--- src/rtl/uart_cmd_ctrl.sv ---
// Command-framing controller behind a UART receiver: pairs received bytes into
// 16-bit commands (high byte first) with an inter-byte timeout and sticky error flags.
module uart_cmd_ctrl #(
    parameter int TIMEOUT = 52080
) (
    input  logic        clk,
    input  logic        rst_n,
    input  logic        rdy,
    input  logic [7:0]  rx_data,
    output logic        clr_rdy,
    output logic [15:0] cmd,
    output logic        cmd_rdy,
    input  logic        clr_cmd_rdy,
    input  logic        clr_err,
    output logic        ovr,
    output logic        tmo
);

    localparam int CW = $clog2(TIMEOUT);
    localparam logic [CW-1:0] CNT_TERM = CW'(TIMEOUT - 1);

    localparam logic [0:0] WAIT_HI = 1'b0;
    localparam logic [0:0] WAIT_LO = 1'b1;

    logic [0:0]    state_r;
    logic [7:0]    hi_byte_r;
    logic [CW-1:0] cnt_r;
    logic [15:0]   cmd_r;
    logic          cmd_rdy_r;
    logic          ovr_r;
    logic          tmo_r;

    logic          complete_s;
    logic          timeout_s;

    // Every byte is consumed in the cycle it is presented, in either state.
    assign clr_rdy = rdy;

    // Decode completion and timeout; a byte in the terminal cycle beats the timeout.
    always_comb begin
        complete_s = 1'b0;
        timeout_s  = 1'b0;
        if (state_r == WAIT_LO) begin
            complete_s = rdy;
            timeout_s  = !rdy && (cnt_r == CNT_TERM);
        end else begin
            complete_s = 1'b0;
            timeout_s  = 1'b0;
        end
    end

    // Framing state, captured high byte and inter-byte counter.
    always_ff @(posedge clk or negedge rst_n) begin
        if (!rst_n) begin
            state_r   <= WAIT_HI;
            hi_byte_r <= 8'h00;
            cnt_r     <= '0;
        end else begin
            case (state_r)
                WAIT_HI: begin
                    if (rdy) begin
                        hi_byte_r <= rx_data;
                        cnt_r     <= '0;
                        state_r   <= WAIT_LO;
                    end
                end
                WAIT_LO: begin
                    if (complete_s || timeout_s) begin
                        state_r <= WAIT_HI;
                    end else begin
                        cnt_r <= cnt_r + 1'b1;
                    end
                end
                default: begin
                    state_r <= WAIT_HI;
                    cnt_r   <= '0;
                end
            endcase
        end
    end

    // Command register and its ready flag; completion outranks the downstream clear.
    always_ff @(posedge clk or negedge rst_n) begin
        if (!rst_n) begin
            cmd_r     <= 16'h0000;
            cmd_rdy_r <= 1'b0;
        end else if (complete_s) begin
            cmd_r     <= {hi_byte_r, rx_data};
            cmd_rdy_r <= 1'b1;
        end else if (clr_cmd_rdy) begin
            cmd_rdy_r <= 1'b0;
        end
    end

    // Sticky error flags; a set event in the same cycle as clr_err wins.
    always_ff @(posedge clk or negedge rst_n) begin
        if (!rst_n) begin
            ovr_r <= 1'b0;
            tmo_r <= 1'b0;
        end else begin
            if (complete_s && cmd_rdy_r && !clr_cmd_rdy) begin
                ovr_r <= 1'b1;
            end else if (clr_err) begin
                ovr_r <= 1'b0;
            end
            if (timeout_s) begin
                tmo_r <= 1'b1;
            end else if (clr_err) begin
                tmo_r <= 1'b0;
            end
        end
    end

    assign cmd     = cmd_r;
    assign cmd_rdy = cmd_rdy_r;
    assign ovr     = ovr_r;
    assign tmo     = tmo_r;

endmodule

--- config.mk ---
export PLATFORM = sky130hd
export DESIGN_NAME = uart_cmd_ctrl
export DESIGN_NICKNAME = d
export VERILOG_FILES = /design/src/rtl/uart_cmd_ctrl.sv
export SDC_FILE = /design/constraint.sdc
export NUM_CORES = 1
export LEC_CHECK = 0
export CAP_MARGIN = 20
export CORE_MARGIN = 10
export CORE_UTILIZATION = 45
export DETAILED_ROUTE_END_ITERATION = 8
export PLACE_DENSITY = 0.69
export SKIP_CTS_REPAIR_TIMING = 1
export SLEW_MARGIN = 20
export SYNTH_ARGS = -nofsm -noshare
export SYNTH_HDL_FRONTEND = slang
export SYNTH_SLANG_ARGS = --single-unit
--- constraint.sdc ---
create_clock -name clk -period 3.8 [get_ports clk]
set_input_delay 0.76 -clock clk [delete_from_list [all_inputs] [get_ports clk]]
set_output_delay 0.76 -clock clk [all_outputs]
set_load 0.02 [all_outputs]
==> flow_metrics.env, run 1 <==
export IMPL_post_route_cells_drive_above_1_share=0.150
export IMPL_yosys_warnings=0
export IMPL_start_kind="input port"
export IMPL_fp_dieH_um=87.6
export IMPL_layout_area_seq_sq_mm=0.00110
export IMPL_htree_levels=2
export IMPL_dominantRegCellSynth="dfrtp_1"
export IMPL_routedWlPerCell_um=16.3
export IMPL_finalCritPeriodShare=0.771
export IMPL_syn_inst=194
export IMPL_initial_core_util=0.469
export IMPL_grt_max_degree=45
export IMPL_die_area_sq_mm=0.00767
export IMPL_cp_data_required_time_ns=3.04
export IMPL_path_buf_inv=2
export IMPL_synth_area_sq_mm=0.00205
export IMPL_cts_path_max_buffers=2
export IMPL_core_sq_mm=0.00438
export IMPL_power_leakage_nw=1.07
export IMPL_antenna_found_initial=0
export IMPL_port_buffer_count=32
export IMPL_setup_viol=0
export IMPL_drv_cap=0
export IMPL_hpwl_um=3120
export IMPL_hold_class="in2async"
export IMPL_cts_root_buffer="clkbuf_8"
export IMPL_grt_use_total=0.126
export IMPL_ant_nets=0
export IMPL_synth_edf_count=0
export IMPL_n_fill_cell=382
export IMPL_synth_seq_cells=44
export IMPL_p_per_area_mw_per_mm2=515
export IMPL_crit_family="buffers and inverters"
export IMPL_design_area_sq_mm=0.00252
export IMPL_regToRegStartpoint="cnt_r[4]"
export IMPL_crit_fanout=13
export IMPL_multi_input_area_sq_um=888
export IMPL_grt_pass1_wl_um=7630
export IMPL_worst_pin_slew_ns=0.809
export IMPL_cts_tree="yes"
export IMPL_first_pass_iters=4
export IMPL_place_congestion=0.845
export IMPL_skew_ns=0.00332
export IMPL_final_max_slew_viol_count=0
export IMPL_clock_sinks=44
export IMPL_synth_largest_area_cell="dfrtp_1"
export IMPL_r2r_end="cnt_r[0]"
export IMPL_setup_tns_ns=0
export IMPL_syn_area_per_cell_sq_um=10.6
export IMPL_async_flop_share=1.00
export IMPL_synth_area_leaders="dfrtp_1, mux2_2, nand2_1"
export IMPL_period_needed_ns=2.93
export IMPL_critPathKind="in2out"
export IMPL_syn_nets=208
export IMPL_routed_wl_um=4550
export IMPL_max_freq_mhz=341
export IMPL_finalHoldViolations=0
export IMPL_crit_slowest_cell="clkdlybuf4s50_1"
export IMPL_antenna_cells=0
export IMPL_peakVddDrop_v=0.000318
export IMPL_area_delta_synth_final_pct=22.9
export IMPL_clkLatencyLatePin_ns=0.30
export IMPL_synth_distinct_cells=44
export IMPL_whs_ns=0.430
export IMPL_worst_path_most_repeated_cell="clkdlybuf4s50_1"
export IMPL_synth_top_area_frac=0.536
export IMPL_io_pins=33
export IMPL_cts_clk_slew_worst_paths_ns=0.08
export IMPL_viasPerCell=5.53
export IMPL_drt_iter0_drc=73
export IMPL_arrival_ns=2.17
export IMPL_grt_overflow_total=0
export IMPL_rsz0062_at_grt="no"
export IMPL_r2r_cells=4
export IMPL_endpoint_kind="output pin"
export IMPL_grt_pass1_vias=1590
export IMPL_outcome="complete, no violations"
export IMPL_cts_buffers=5
export IMPL_fp_dieW_um=87.6
export IMPL_regToRegSetupSlack_ns=1.59
export IMPL_vias=1543
export IMPL_slew_headroom=0.455
export IMPL_path_cells="clkdlybuf4s50_1 -> clkdlybuf4s50_1"
export IMPL_slowest_delay_ns=0.72
export IMPL_fin_nets=240
export IMPL_drc=0
export IMPL_seq_area_frac_synth=0.536
export IMPL_postPlaceCellArea_sq_mm=0.00240
export IMPL_core_rowCount=24
==> registers in the layout, indices dropped and copies added, names as in the netlist <==
register,cells
cmd,16
cnt_r,16
hi_byte_r,8
cmd_rdy,1
ovr,1
state_r,1
tmo,1
==> synth_stat cells (3+ instances only) <==
cell type	instances
clkbuf_1	7
nor4_1	4
a31oi_1	4
nor2b_1	3
nor2_1	7
o311ai_0	3
mux2i_1	3
dfrtp_1	44
mux2_2	16
inv_1	7
nand2b_1	4
nand4_1	3
and3_1	4
nand2_1	39
nand3_1	3
a21oi_1	5
==> power by group <==
group | switching (mW) | leakage [nW] | internal, mW
Clock | 0.164 | 0.0445 | 0.148
Combinational | 0.183 | 0.465 | 0.189
Sequential | 0.0593 | 0.563 | 0.557
Total | 0.406 | 1.07 | 0.894
==> cells in the final DEF (no fill, tap or decap), types with 3 or more instances in the layout <==
cell and instances:
mux2i_1 3, nand4_1 3, o311ai_0 3, clkbuf_8 6, clkdlybuf4s50_1 31, nor4_1 4
mux2_2 16, inv_1 7, nor2b_1 3, and3_1 4, nand3_1 3, nand2b_1 4
dfrtp_1 44, a31oi_1 4, a21oi_1 5, nand2_1 39, nor2_1 7
==> logic make-up (layout without fill, tap and decap cells) <==
logic type | count (synthesis) | count (layout) | share of synthesized area
flip-flops | 44 | 44 | 0.536
AND/OR/NAND/NOR | 84 | 84 | 0.211
AO/OA/AOI/OAI | 28 | 28 | 0.105
multiplexers | 19 | 19 | 0.102
XOR/XNOR | 2 | 2 | 0.00853
buffers and inverters | 16 | 49 | 0.0317
adder cells (fa/ha/maj) | 1 | 1 | 0.00609
==> how the worst max path moves through the flow <==
| stage | startpoint | end | cells after the start |
|---|---|---|---|
| 2_1_floorplan | cnt_r[4] | cnt_r[1] | 5 |
| 3_3_place_gp | rdy | clr_rdy | 2 |
| 3_5_place_dp | rdy | clr_rdy | 2 |
| 4_1_cts | rdy | clr_rdy | 2 |
| 5_1_grt | rdy | clr_rdy | 2 |
| 6_report | rdy | clr_rdy | 2 |
==> worst register-to-register path, delay by kind of cell, from the launching register on <==
family,cells,cell delay [ns]
AND/OR/NAND/NOR,2,1.26
flip-flops,1,0.46
AO/OA/AOI/OAI,1,0.25
multiplexers,1,0.17
==> metrics by stage <==
step | setup slack (ns) | power (mW) | cells | util
floorplan | 1.77 | 0.815 | 194 | -
global placement | 0.880 | 0.993 | 270 | 0.548
global route | 0.810 | 1.37 | 279 | 0.576
detailed placement | 0.883 | 1.00 | 270 | 0.548
CTS | 0.881 | 1.31 | 278 | 0.570
finish | 0.869 | 1.30 | 279 | 0.576
==> layout make-up <==
class / count / share of cell area
clock buffer: 7 / 0.0342
clock inverter: 1 / 0.00297
inverter: 7 / 0.0104
multi-input combinational: 134 / 0.352
sequential: 44 / 0.436
tap: 52 / 0.0258
timing repair buffer: 34 / 0.139
==> layer usage <==
metal	wire length, um	part of all wire	track usage	vias to the layer above
met5	0	0	0	-
met1	2080	0.46	0.147	750
li1	-	-	-	757
met2	2080	0.46	0.194	31
met3	315	0.069	0.0511	5
met4	74	0.016	0.0667	0
No activity file was read; power rests on OpenSTA's default activity.
==> run 2: changes to the inputs <==
PLACE_DENSITY = 0.72   (was 0.69)
clock period = 2.5 ns   (was 3.8 ns; I/O delays follow)
==> run 2 against run 1 <==
Compared with the run above:
- first-iteration DRC count down 11%
- critical path depth up 2
- core utilization rose by 0.88 points
- largest cell class unchanged
- non-clock buffer count rose by 6
- final cell count increased by 2.2%
- count of clock-buffer cells in the layout is 1 lower
- register-to-register slack got worse by 1.3 ns
- cell area up 1.5%
- sequential cell count unchanged
==> flow_metrics.env, run 2 (synthesized netlist as in run 1, its figures left out) <==
export IMPL_outcome="complete, no violations"
export IMPL_clkLatencyLatePin_ns=0.29
export IMPL_vias=1595
export IMPL_power_leakage_nw=1.10
export IMPL_setup_tns_ns=0
export IMPL_htree_levels=2
export IMPL_initial_core_util=0.469
export IMPL_dp_cells=277
export IMPL_first_pass_iters=4
export IMPL_critPathKind="reg2reg"
export IMPL_max_freq_mhz=461
export IMPL_finalCritPeriodShare=0.868
export IMPL_routed_wl_um=4440
export IMPL_final_max_slew_viol_count=0
export IMPL_peakVddDrop_v=0.000480
export IMPL_die_area_sq_mm=0.00767
export IMPL_hpwl_um=3240
export IMPL_io_pins=33
export IMPL_drt_iter0_drc=65
export IMPL_crit_fanout=7
export IMPL_p_per_area_mw_per_mm2=794
export IMPL_port_buffer_count=32
export IMPL_routedWlPerCell_um=15.6
export IMPL_start_kind="register"
export IMPL_hold_class="in2async"
export IMPL_layout_area_seq_sq_mm=0.00110
export IMPL_post_route_cells_drive_above_1_share=0.172
export IMPL_finalHoldViolations=0
export IMPL_drv_cap=0
export IMPL_cts_buffers=5
export IMPL_ant_nets=0
export IMPL_multi_input_area_sq_um=888
export IMPL_period_needed_ns=2.17
export IMPL_grt_max_degree=30
export IMPL_grt_overflow_total=0
export IMPL_cts_clk_slew_worst_paths_ns=0.08
export IMPL_place_congestion=0.815
export IMPL_area_delta_synth_final_pct=24.8
export IMPL_grt_use_total=0.124
export IMPL_final_common_cell="dfrtp_1"
export IMPL_arrival_ns=2.37
export IMPL_clock_sinks=44
export IMPL_slew_headroom=0.564
export IMPL_antenna_found_initial=0
export IMPL_viasPerCell=5.60
export IMPL_n_fill_cell=387
export IMPL_cts_path_max_buffers=2
export IMPL_core_sq_mm=0.00438
export IMPL_grt_pass1_vias=1578
export IMPL_grt_pass1_wl_um=7710
export IMPL_rsz0062_at_grt="no"
export IMPL_worst_pin_slew_ns=0.654
export IMPL_antenna_cells=0
export IMPL_finalNonFillerCells=285
export IMPL_fp_dieW_um=87.6
export IMPL_drc=0
export IMPL_endpoint_kind="register"
export IMPL_fin_nets=246
export IMPL_fp_dieH_um=87.6
export IMPL_core_rowCount=24
export IMPL_setup_viol=0
export IMPL_design_power_total_mw=2.04
export IMPL_cts_root_buffer="clkbuf_8"
export IMPL_cp_data_required_time_ns=2.70
export IMPL_cts_tree="yes"
export IMPL_final_cell_mix="dfrtp_1, nand2_1, clkdlybuf4s50_1, mux2_2, buf_4"
export IMPL_skew_ns=0.00395
[run 2: cell types whose count changed in the layout (fill, tap and decap cells not counted), sizes merged]
cell / previous run / this run
clkinv: 0 / 1
clkbuf: 7 / 6
bufinv: 0 / 1
clkinvlp: 1 / 0
buf: 3 / 9
[run 2: path summary, 6_finish.rpt]
path | start | slack [ns] | depth (start not counted) | endpoint
max | cnt_r[4] | 0.33 | 4 | cnt_r[14]
min | rst_n | 0.23 | 1 | cnt_r[3]
max reg2reg | cnt_r[4] | 0.33 | 4 | cnt_r[14]
min reg2reg | hi_byte_r[2] | 0.47 | 2 | hi_byte_r[2]
max in group asynchronous | rst_n | 1.68 | 2 | cnt_r[10]
min in group clk | hi_byte_r[2] | 0.47 | 2 | hi_byte_r[2]
[run 2: area by class of cell]
| type | count | share of cell area |
|---|---|---|
| clock buffer | 6 | 0.0283 |
| clock inverter | 2 | 0.0137 |
| inverter | 7 | 0.0102 |
| multi-input combinational | 134 | 0.347 |
| sequential | 44 | 0.429 |
| tap | 52 | 0.0254 |
| timing repair buffer | 40 | 0.146 |
[run 2: worst max-delay path, stage by stage, from the launching register on]
cell	delay, ns
dfrtp_1	0.45
or4b_4	0.57
or4_1	0.61
and2_4	0.23
a311oi_2	0.21
[run 2: where the power goes]
group / total (mW) / switching, mW / internal, mW
registers: 0.933 / 0.0858 / 0.847
logic: 0.577 / 0.285 / 0.292
clock network: 0.526 / 0.230 / 0.296
total: 2.04 / 0.600 / 1.44
[run 2: through the flow]
| step | setup slack [ns] | util | area (sq um) | hold slack (ns) |
|---|---|---|---|---|
| 4_1_cts | 0.330 | 0.585 | 2560 | 0.256 |
| 2_1_floorplan | 0.469 | - | 2050 | 0.204 |
| 6_report | 0.330 | 0.585 | 2560 | 0.229 |
| 3_3_place_gp | 0.366 | 0.560 | 2460 | 0.456 |
| 5_1_grt | 0.266 | 0.585 | 2560 | 0.264 |
| 3_5_place_dp | 0.318 | 0.560 | 2460 | 0.459 |
[run 2: metal layers]
metal | part of all wire | GRT usage
met5 | 0 | 0
met4 | 0.0095 | 0.0348
met3 | 0.093 | 0.0613
met2 | 0.45 | 0.192
met1 | 0.45 | 0.150
==> run 3: changes to the inputs <==
CAP_MARGIN = unset   (was 20)
REMOVE_ABC_BUFFERS = 1   (was unset)
==> run 3 against run 2 <==
Compared with the run above:
- sequential cell count is the same
- global-route usage grew 0.19 points
- die area is the same
- largest power group unchanged
==> flow_metrics.env, run 3 (synthesized netlist as in run 1, its figures left out) <==
export IMPL_max_freq_mhz=459
export IMPL_cts_buffers=5
export IMPL_core_rowCount=24
export IMPL_crit_start="cnt_r[4]"
export IMPL_n_fill_cell=369
export IMPL_regToRegSetupSlack_ns=0.32
export IMPL_regToRegStartpoint="cnt_r[4]"
export IMPL_finalHoldViolations=0
export IMPL_fp_dieW_um=87.6
export IMPL_drc=0
export IMPL_wl_met3_um=506
export IMPL_final_max_slew_viol_count=0
export IMPL_fp_dieH_um=87.6
export IMPL_cts_tree="yes"
export IMPL_cts_path_max_buffers=2
export IMPL_power_leakage_nw=1.11
export IMPL_finalCritPeriodShare=0.871
export IMPL_grt_pass1_vias=1631
export IMPL_r2r_cells=4
export IMPL_hold_class="in2async"
export IMPL_grt_use_total=0.126
export IMPL_post_route_cells_drive_above_1_share=0.176
export IMPL_final_cell_mix="dfrtp_1, nand2_1, clkdlybuf4s50_1, mux2_2, buf_4"
export IMPL_viasPerCell=5.60
export IMPL_m1WireLength_um=1970
export IMPL_drv_cap=0
export IMPL_die_area_sq_mm=0.00767
export IMPL_period_needed_ns=2.18
export IMPL_slew_headroom=0.654
export IMPL_cts_root_buffer="clkbuf_8"
export IMPL_grt_overflow_total=0
export IMPL_r2r_end="cnt_r[14]"
export IMPL_grt_max_degree=19
export IMPL_rsz0062_at_grt="no"
export IMPL_crit_fanout=7
export IMPL_vias=1596
export IMPL_layout_area_seq_sq_mm=0.00110
export IMPL_ant_nets=0
export IMPL_core_sq_mm=0.00438
export IMPL_p_per_area_mw_per_mm2=806
export IMPL_critPathKind="reg2reg"
export IMPL_routedWlPerCell_um=16.1
export IMPL_cts_clk_slew_worst_paths_ns=0.08
export IMPL_drt_iter0_drc=92
export IMPL_clkLatencyLatePin_ns=0.29
export IMPL_fin_util=0.588
export IMPL_io_pins=33
export IMPL_fin_nets=246
export IMPL_design_area_sq_mm=0.00258
export IMPL_grt_pass1_wl_um=7650
export IMPL_hpwl_um=3320
export IMPL_place_congestion=0.849
export IMPL_multi_input_area_sq_um=888
export IMPL_endpoint_kind="register"
export IMPL_initial_core_util=0.469
export IMPL_start_kind="register"
export IMPL_routed_wl_um=4580
export IMPL_antenna_cells=0
export IMPL_clock_sinks=44
export IMPL_design_power_total_mw=2.08
export IMPL_wl_met2_um=2030
export IMPL_skew_ns=0.00554
export IMPL_setup_viol=0
export IMPL_area_delta_synth_final_pct=25.5
export IMPL_outcome="complete, no violations"
export IMPL_postPlaceCellArea_sq_mm=0.00246
export IMPL_setup_tns_ns=0
export IMPL_top_layer_used="met4"
export IMPL_port_buffer_count=32
export IMPL_final_common_cell="dfrtp_1"
export IMPL_antenna_found_initial=0
export IMPL_worst_pin_slew_ns=0.514
export IMPL_htree_levels=2
export IMPL_cp_data_required_time_ns=2.70
export IMPL_arrival_ns=2.38
export IMPL_first_pass_iters=4
export IMPL_peakVddDrop_v=0.000634
## run 3: cell counts in the layout (fill, tap and decap cells not counted)
Identical to the previous run, type by type.
## run 3: how the worst max path moves through the flow
stage	end	slack [ns]	depth (start not counted)
detailed placement	cnt_r[13]	0.29	5
global placement	cnt_r[6]	0.35	6
floorplan	cnt_r[1]	0.48	4
global route	cnt_r[14]	0.25	4
finish	cnt_r[14]	0.32	4
CTS	cnt_r[14]	0.33	4
## run 3: layout make-up
type,instances,area share
Clock buffer,6,0.0320
Clock inverter,2,0.0150
Inverter,7,0.0102
Multi-Input combinational cell,134,0.345
Sequential cell,44,0.427
Tap cell,52,0.0252
Timing Repair Buffer,40,0.146
## run 3: metal layers
metal  vias up  GRT usage
met5         -          0
met4         0     0.0449
met3         7     0.0687
met2        46      0.194
met1       773      0.146
li1        770          -
## run 3: critical path, stage by stage (launching register included)
cell,delay [ns]
dfrtp_1,0.45
or4b_4,0.56
or4_1,0.62
and2_4,0.23
a311oi_2,0.22
## run 3: power by group
group          internal [mW]  switching, mW  total [mW]  leakage, nW
clock                  0.327          0.241       0.568       0.0614
sequential             0.847         0.0847       0.932        0.563
combinational          0.292          0.285       0.577        0.486
## run 3: stage by stage
| step | cells | worst slack (ns) | hold slack [ns] |
|---|---|---|---|
| after floorplan | 185 | 0.478 | 0.204 |
| after global placement | 277 | 0.347 | 0.413 |
| after CTS | 285 | 0.329 | 0.0953 |
| after global routing | 285 | 0.254 | 0.0998 |
| after detailed placement | 277 | 0.287 | 0.417 |
| final | 285 | 0.323 | 0.0908 |
